### src/rtl/vc_pop_scheduler.sv
// Pop scheduler for the VC0/VC1 input FIFOs feeding the D0/D1 output mux.
// Strict VC0 priority with a VC1 starvation guard; stalls on downstream almost-full.
module vc_pop_scheduler #(
    parameter int unsigned BURST = 4,
    parameter int unsigned CNT_W = 8
) (
    input  logic             clk,
    input  logic             reset,
    input  logic             enable,
    input  logic             VC0_empty,
    input  logic             VC0_almost_empty,
    input  logic             VC1_empty,
    input  logic             VC1_almost_empty,
    input  logic [5:0]       VC0_data,
    input  logic [5:0]       VC1_data,
    input  logic             D0_almost_full,
    input  logic             D1_almost_full,
    output logic             pop_VC0,
    output logic             pop_VC1,
    output logic             pop_delay_VC0,
    output logic             pop_delay_VC1,
    output logic             push_D0,
    output logic             push_D1,
    output logic [1:0]       state,
    output logic [CNT_W-1:0] words_D0,
    output logic [CNT_W-1:0] words_D1
);

    localparam int unsigned BURST_W  = $clog2(BURST + 1);
    localparam int unsigned DEST_BIT = 4;

    typedef enum logic [1:0] {
        IDLE = 2'd0,
        GNT0 = 2'd1,
        GNT1 = 2'd2,
        HOLD = 2'd3
    } state_t;

    state_t             state_q, state_d;
    logic [BURST_W-1:0] burst_q, burst_d;
    logic               gnt0, gnt1;
    logic               elig0, elig1, stall;
    logic               dest0, dest1;
    logic               unused_data;

    // pop_delay doubles as the last-pop flag that guards a single-word FIFO
    assign elig0 = enable & ~VC0_empty & ~(VC0_almost_empty & pop_delay_VC0);
    assign elig1 = enable & ~VC1_empty & ~(VC1_almost_empty & pop_delay_VC1);
    assign stall = D0_almost_full | D1_almost_full;

    assign dest0 = VC0_data[DEST_BIT];
    assign dest1 = VC1_data[DEST_BIT];
    assign unused_data = ^{VC0_data[5], VC0_data[3:0], VC1_data[5], VC1_data[3:0]};

    // Grant arbitration, burst accounting and next state
    always_comb begin
        state_d = IDLE;
        burst_d = burst_q;
        gnt0    = 1'b0;
        gnt1    = 1'b0;

        if (!stall) begin
            if (elig0 && elig1 && (burst_q == BURST_W'(BURST))) begin
                gnt1 = 1'b1;
            end else if (elig0) begin
                gnt0 = 1'b1;
            end else if (elig1) begin
                gnt1 = 1'b1;
            end
        end

        if (gnt1 || VC1_empty) begin
            burst_d = '0;
        end else if (gnt0 && (burst_q != BURST_W'(BURST))) begin
            burst_d = burst_q + BURST_W'(1);
        end

        if (stall && (elig0 || elig1)) begin
            state_d = HOLD;
        end else if (gnt0) begin
            state_d = GNT0;
        end else if (gnt1) begin
            state_d = GNT1;
        end
    end

    assign pop_VC0 = gnt0 & ~reset;
    assign pop_VC1 = gnt1 & ~reset;
    assign state   = state_q;

    // State register and pop -> push pipeline
    always_ff @(posedge clk or posedge reset) begin
        if (reset) begin
            state_q       <= IDLE;
            burst_q       <= '0;
            pop_delay_VC0 <= 1'b0;
            pop_delay_VC1 <= 1'b0;
            push_D0       <= 1'b0;
            push_D1       <= 1'b0;
            words_D0      <= '0;
            words_D1      <= '0;
        end else begin
            state_q       <= state_d;
            burst_q       <= burst_d;
            pop_delay_VC0 <= pop_VC0;
            pop_delay_VC1 <= pop_VC1;
            push_D0       <= (pop_delay_VC0 & ~dest0) | (pop_delay_VC1 & ~dest1);
            push_D1       <= (pop_delay_VC0 &  dest0) | (pop_delay_VC1 &  dest1);
            words_D0      <= words_D0 + CNT_W'(push_D0);
            words_D1      <= words_D1 + CNT_W'(push_D1);
        end
    end

endmodule

### config.mk
export PLATFORM = sky130hd
export DESIGN_NAME = vc_pop_scheduler
export DESIGN_NICKNAME = d
export VERILOG_FILES = /design/src/rtl/vc_pop_scheduler.sv
export SDC_FILE = /design/constraint.sdc
export NUM_CORES = 1
export LEC_CHECK = 0
export ABC_AREA = 1
export ABC_CLOCK_PERIOD_IN_PS = 2240
export CAP_MARGIN = 0
export CORE_MARGIN = 1.5
export CORE_UTILIZATION = 45
export DETAILED_ROUTE_END_ITERATION = 10
export PLACE_DENSITY = 0.94
export SLEW_MARGIN = 20
export SYNTH_ARGS = -nofsm -noshare
export SYNTH_HDL_FRONTEND = slang
export SYNTH_SLANG_ARGS = --single-unit
### constraint.sdc
create_clock -name clk -period 2.24 [get_ports clk]
set_input_delay 0.448 -clock clk [delete_from_list [all_inputs] [get_ports clk]]
set_output_delay 0.448 -clock clk [all_outputs]
set_load 0.01 [all_outputs]
==> results of run 1 <==
flip-flops by register name, summed over array words and instances, names as in the netlist:
register       cells
words_D0           8
words_D1           8
burst_q            3
state              2
pop_delay_VC0      1
pop_delay_VC1      1
push_D0            1
push_D1            1
area by class of cell:
cell class,count,area share
Tap cell,28,0.0221
Inverter,13,0.0308
Timing Repair Buffer,43,0.254
Multi-Input combinational cell,65,0.282
Clock buffer,3,0.0142
Sequential cell,25,0.394
Clock inverter,1,0.00315
power breakdown:
part / internal (mW) / switching (mW) / total [mW]
clock: 0.0669 / 0.131 / 0.197
combinational: 0.156 / 0.108 / 0.264
sequential: 0.513 / 0.0589 / 0.572
timing repair:
action                                  4_1_cts  5_1_grt
gates resized for setup                       5        4
endpoints found under the setup margin        2        2
pin swaps                                     0        1
per-layer routing:
| layer | track usage | share of wire | vias to the layer above |
|---|---|---|---|
| met3 | 0.0371 | 0.042 | 5 |
| met2 | 0.338 | 0.56 | 27 |
| met1 | 0.191 | 0.38 | 401 |
| met5 | 0 | 0 | - |
| met4 | 0.0897 | 0.017 | 0 |
| li1 | - | - | 425 |
Yosys cell counts (2+ instances only):
| library cell | n | area, sq um |
|---|---|---|
| nor2_2 | 3 | 18.8 |
| nand3_1 | 6 | 30.0 |
| xor2_1 | 9 | 78.8 |
| nand4_1 | 3 | 18.8 |
| xnor2_1 | 4 | 35.0 |
| dfrtp_1 | 25 | 626 |
| nor2_1 | 7 | 26.3 |
| ha_1 | 6 | 75.1 |
| nand2_1 | 15 | 56.3 |
| a21oi_1 | 2 | 10.0 |
| nand3_2 | 2 | 20.0 |
| inv_1 | 13 | 48.8 |
how the worst max path moves through the flow:
stage	from	to	depth (start not counted)
floorplan	burst_q[0]$_DFFE_PP0P_	pop_VC0	5
global placement	enable	pop_VC0	7
detailed placement	enable	pop_VC0	7
CTS	enable	pop_VC0	7
global route	D1_almost_full	pop_VC1	7
finish	D1_almost_full	pop_VC1	7
through the flow:
stage	setup WS [ns]	std cells	utilization	setup TNS, ns
final	0.0796	178	0.697	0
after CTS	-0.00879	178	0.695	-0.00879
after detailed placement	-0.374	174	0.681	-0.592
after global placement	-0.285	174	0.681	-0.450
after global routing	-0.0191	178	0.697	-0.0191
after floorplan	0.665	103	-	0
cells by family (layout without fill, tap and decap cells):
logic type	after synthesis	in the layout	synth area share
buf+inv	13	60	0.0441
simple gates	41	41	0.193
flops	25	25	0.565
fa+ha+maj	6	6	0.0678
xor+xnor	13	13	0.103
compound gates	5	5	0.0271
critical path, stage by stage:
cell and delay, ns:
clkdlybuf4s50_1 0.44, nor2_4 0.16, inv_1 0.07, nor2_1 0.13, nand2_2 0.07, nor2_1 0.13, clkdlybuf4s15_1 0.26
==> flow_summary.yaml, run 1 <==
synth:
  async_flop_share: 1.00
  synth-edff-count: 0
  ys_seq_area_frac: 0.565
  yosysWarnings: 0
  synth_cell_type_count: 20
  ys.flop_type: "dfrtp_1"
  synth_area_sq_mm: 0.00111
  syn_inst: 103
  ys_ff_latch: 25
  syn_nets: 130
  synth_area_per_cell_sq_um: 10.8
route:
  drt-total-wl_um: 2240
  antenna_left: 0
  initialDrtViolationCount: 12
  avgViaCountPerCell: 4.82
  routedWlPerCell_um: 12.6
  drcViolationCount: 0
  vias: 858
  firstDrtPassIters: 4
final_layout:
  nets: 178
  regArea_sq_um: 626
  syn2layout_area_growth_pct: 43.3
  design_area_sq_mm: 0.00159
  antenna_cells: 0
  drive_above_1_share: 0.160
  multi_input_area_sq_um: 447
  fillers: 172
  layout_commonest_cell: "clkdlybuf4s50_1"
  final_cell_mix: "clkdlybuf4s50_1 (32), dfrtp_1 (25), nand2_1 (15)"
min_path:
  min_from: "words_D0[7]$_DFF_PP0_"
  hold_path_class: "reg2reg"
  holdPathStages: 1
  min_to: "words_D0[7]$_DFF_PP0_"
floorplanning:
  die_width_um: 52.6
  pin_count: 45
  core-area_sq_mm: 0.00228
  rows: 17
  initial_core_util: 0.487
  dieArea_sq_mm: 0.00277
  die_height_um: 52.6
placement:
  dp_hpwl_um: 1820
  finalWeightedCongestion: 0.725
  placed_area_sq_mm: 0.00155
  port_buffers: 34
cts:
  clkSinkCount: 25
  numCtsBuffers: 3
  htreeDepth: 1
  clkSlewWorstSetupHoldPaths_ns: 0.13
  cts_tree: "yes"
  insertion_delay_ns: 0.32
  cts_setup_buffers: 0
  clockRootBuffer: "clkbuf_4"
  ctsHoldBuffers: 0
  cts_buffer_depth: 2
global_routing:
  antenna_found_initial: 0
  grt_pass1_vias: 832
  grt_use_total: 0.182
  overflow: 0
  grt_max_degree: 26
  grt_pass1_wl_um: 3540
critical_path:
  r2r-end: "burst_q[1]$_DFFE_PP0P_"
  r2r_start: "burst_q[0]$_DFFE_PP0P_"
  cp_data_required_time_ns: 1.79
  ff2ff_path_depth: 8
  end_kind: "output pin"
  startpoint_type: "input port"
  regToRegSetupSlack_ns: 0.79
  critical_path_class: "in2out"
  cp.arrival_ns: 1.71
  cp_max_fo: 3
pwr:
  power.total_mw: 1.03
  powerDensity_mw_per_mm2: 651
  p_leak_nw: 0.757
  ir_worst_vdd_mv: 0.539
sta:
  drv_slew: 0
  finalHoldViolations: 0
  setup_viol: 0
  fin_crit_sh: 0.964
  clock_skew_ns: 0.0113
  fin_crit_ns: 2.16
  worstMarginPinSlew_ns: 0.298
  holdWs_ns: 0.478
  slew_headroom: 0.801
  fmax_mhz: 463
outcome:
  status: "finished, final reports clean"
flow_run:
  cap_violations: 0
Note: power is estimated with default switching activity, not from simulation.
==> inputs of run 2 (changes only) <==
==> constraint.sdc (replaced) <==
create_clock -name clk -period 2.24 [get_ports clk]
set_input_delay 0.448 -clock clk [delete_from_list [all_inputs] [get_ports clk]]
set_output_delay 0.448 -clock clk [all_outputs]
set_load 0.05 [all_outputs]
==> run 2 against run 1 <==
Net effect: first-iteration DRC count increased by 25%; final area hardly changed; clock power fell by 5%; worst hold slack got worse by 0.00052 ns; setup slack got worse by 0.014 ns; core utilization up 0.055 points; final cell count is 2.2% lower; die area unchanged; largest cell class unchanged.
==> flow_summary.yaml, run 2 (synthesized netlist as in run 1, its figures left out) <==
placement:
  port_buffers: 34
  finalWeightedCongestion: 0.835
  dpl_worst_slack_ns: 0.0280
  placed_area_sq_mm: 0.00153
  dp_hpwl_um: 1680
final_layout:
  final_cell_mix: "clkdlybuf4s50_1 (32), dfrtp_1 (25), nand2_1 (15)"
  nets: 174
  design_area_sq_mm: 0.00159
  top_regs: "words_D0 (8), words_D1 (8), burst_q (3)"
  drive_above_1_share: 0.151
  syn2layout_area_growth_pct: 43.4
  layout_commonest_cell: "clkdlybuf4s50_1"
  antenna_cells: 0
global_routing:
  grt_use_total: 0.169
  antenna_found_initial: 0
  overflow: 0
  grt_pass1_wl_um: 3460
  grt_max_degree: 17
  grt_pass1_vias: 826
route:
  antenna_left: 0
  initialDrtViolationCount: 15
  vias: 872
  routedWlPerCell_um: 12.4
  drt-total-wl_um: 2150
  drcViolationCount: 0
  avgViaCountPerCell: 5.01
  firstDrtPassIters: 4
min_path:
  hold_path_class: "reg2reg"
pwr:
  p_clk_frac: 0.155
  p_leak_nw: 0.745
  power.internal_mw: 0.735
  powerDensity_mw_per_mm2: 759
  ir_worst_vdd_mv: 0.489
  switching_power_mw: 0.471
  sequentialPowerShare: 0.472
  p_comb_frac: 0.372
  switching_share: 0.391
cts:
  cts_tree: "yes"
  insertion_delay_ns: 0.30
  ctsHoldBuffers: 0
  clkSinkCount: 25
  cts_buffer_depth: 2
  htreeDepth: 1
  numCtsBuffers: 3
  clockRootBuffer: "clkbuf_4"
  clkSlewWorstSetupHoldPaths_ns: 0.12
floorplanning:
  pin_count: 45
  initial_core_util: 0.487
  core-area_sq_mm: 0.00228
  die_height_um: 52.6
  dieArea_sq_mm: 0.00277
  rows: 17
  die_width_um: 52.6
flow_run:
  cap_violations: 0
sta:
  drv_slew: 0
  setup_viol: 0
  fin_crit_ns: 2.17
  fin_crit_sh: 0.971
  timing.final.ws_setup_ns: 0.0655
  slew_headroom: 0.652
  fmax_mhz: 460
  holdWs_ns: 0.477
  finalHoldViolations: 0
  worstMarginPinSlew_ns: 0.521
  clock_skew_ns: 0.00256
critical_path:
  startpoint_type: "input port"
  crit_family: "buffers and inverters"
  crit_buf_inv: 3
  cp_cell_sequence: "clkdlybuf4s50_1 > inv_1 > nor2_4 > and2_4 > nand3_2 > a21oi_4 > buf_12"
  cp_max_fo: 3
  cp_data_required_time_ns: 1.79
  end_kind: "output pin"
  critical_path_class: "in2out"
  cp.arrival_ns: 1.73
  max_stage_delay_ns: 0.47
  crit_slowest_cell: "clkdlybuf4s50_1"
outcome:
  status: "finished, final reports clean"
## run 2: metrics by stage
stage	std cells	utilization	setup TNS (ns)	total power [mW]
finish	174	0.698	0	1.21
global placement	168	0.672	0	1.01
CTS	172	0.683	0	1.21
detailed placement	168	0.672	0	1.03
floorplan	103	-	0	0.849
global route	174	0.698	-0.0129	1.27
## run 2: worst reg2reg max path: stages (launching register included)
cell and delay (ns):
dfrtp_1 0.41, inv_1 0.06, ha_1 0.19, nand2_1 0.13, nand4_2 0.16, buf_4 0.18, xor2_1 0.13, nor2_1 0.08
## run 2: power by group through the flow
stage / Sequential (mW) / Clock (mW) / Combinational, mW
floorplan: 0.791 / 0 / 0.0583
global placement: 0.575 / 0 / 0.440
detailed placement: 0.579 / 0 / 0.449
CTS: 0.570 / 0.195 / 0.448
global route: 0.580 / 0.216 / 0.473
finish: 0.569 / 0.187 / 0.449
## run 2: timing repair
item,in CTS,in global routing
gates resized for setup,0,4
buffers inserted,0,2
setup endpoints to repair,0,2
## run 2: cell type report
class	count	area [sq um]
Inverter	13	48.8
Fill cell	170	688
Sequential cell	25	626
Timing Repair Buffer	39	398
Multi-Input combinational cell	65	454
Tap cell	28	35.0
Clock buffer	4	26.3
## run 2: worst paths after layout
path / endpoint / slack [ns] / from / depth (start not counted)
max: pop_VC0 / 0.07 / enable / 7
min: words_D0[7]$_DFF_PP0_ / 0.48 / words_D0[7]$_DFF_PP0_ / 1
max in group asynchronous: words_D0[5]$_DFF_PP0_ / 1.15 / reset / 3
max reg2reg: burst_q[0]$_DFFE_PP0P_ / 0.84 / burst_q[0]$_DFFE_PP0P_ / 7
min in group asynchronous: state[1]$_DFF_PP0_ / 0.55 / reset / 2
min reg2reg: words_D0[7]$_DFF_PP0_ / 0.48 / words_D0[7]$_DFF_PP0_ / 1
## run 2: per-layer routing
layer	track usage	routed length (um)
met1	0.218	922
met2	0.281	1100
met3	0.0371	97
met4	0.0513	28
met5	0	0
==> inputs of run 3 (changes only) <==
--- a/config.mk
+++ b/config.mk
@@ -7,7 +7,7 @@
 export LEC_CHECK = 0
 export ABC_AREA = 1
 export ABC_CLOCK_PERIOD_IN_PS = 2240
-export CAP_MARGIN = 0
+export CAP_MARGIN = 20
 export CORE_MARGIN = 1.5
 export CORE_UTILIZATION = 45
 export DETAILED_ROUTE_END_ITERATION = 10
==> results of run 3 <==
Final layout, timing and power as in run 2 (identical DEF).
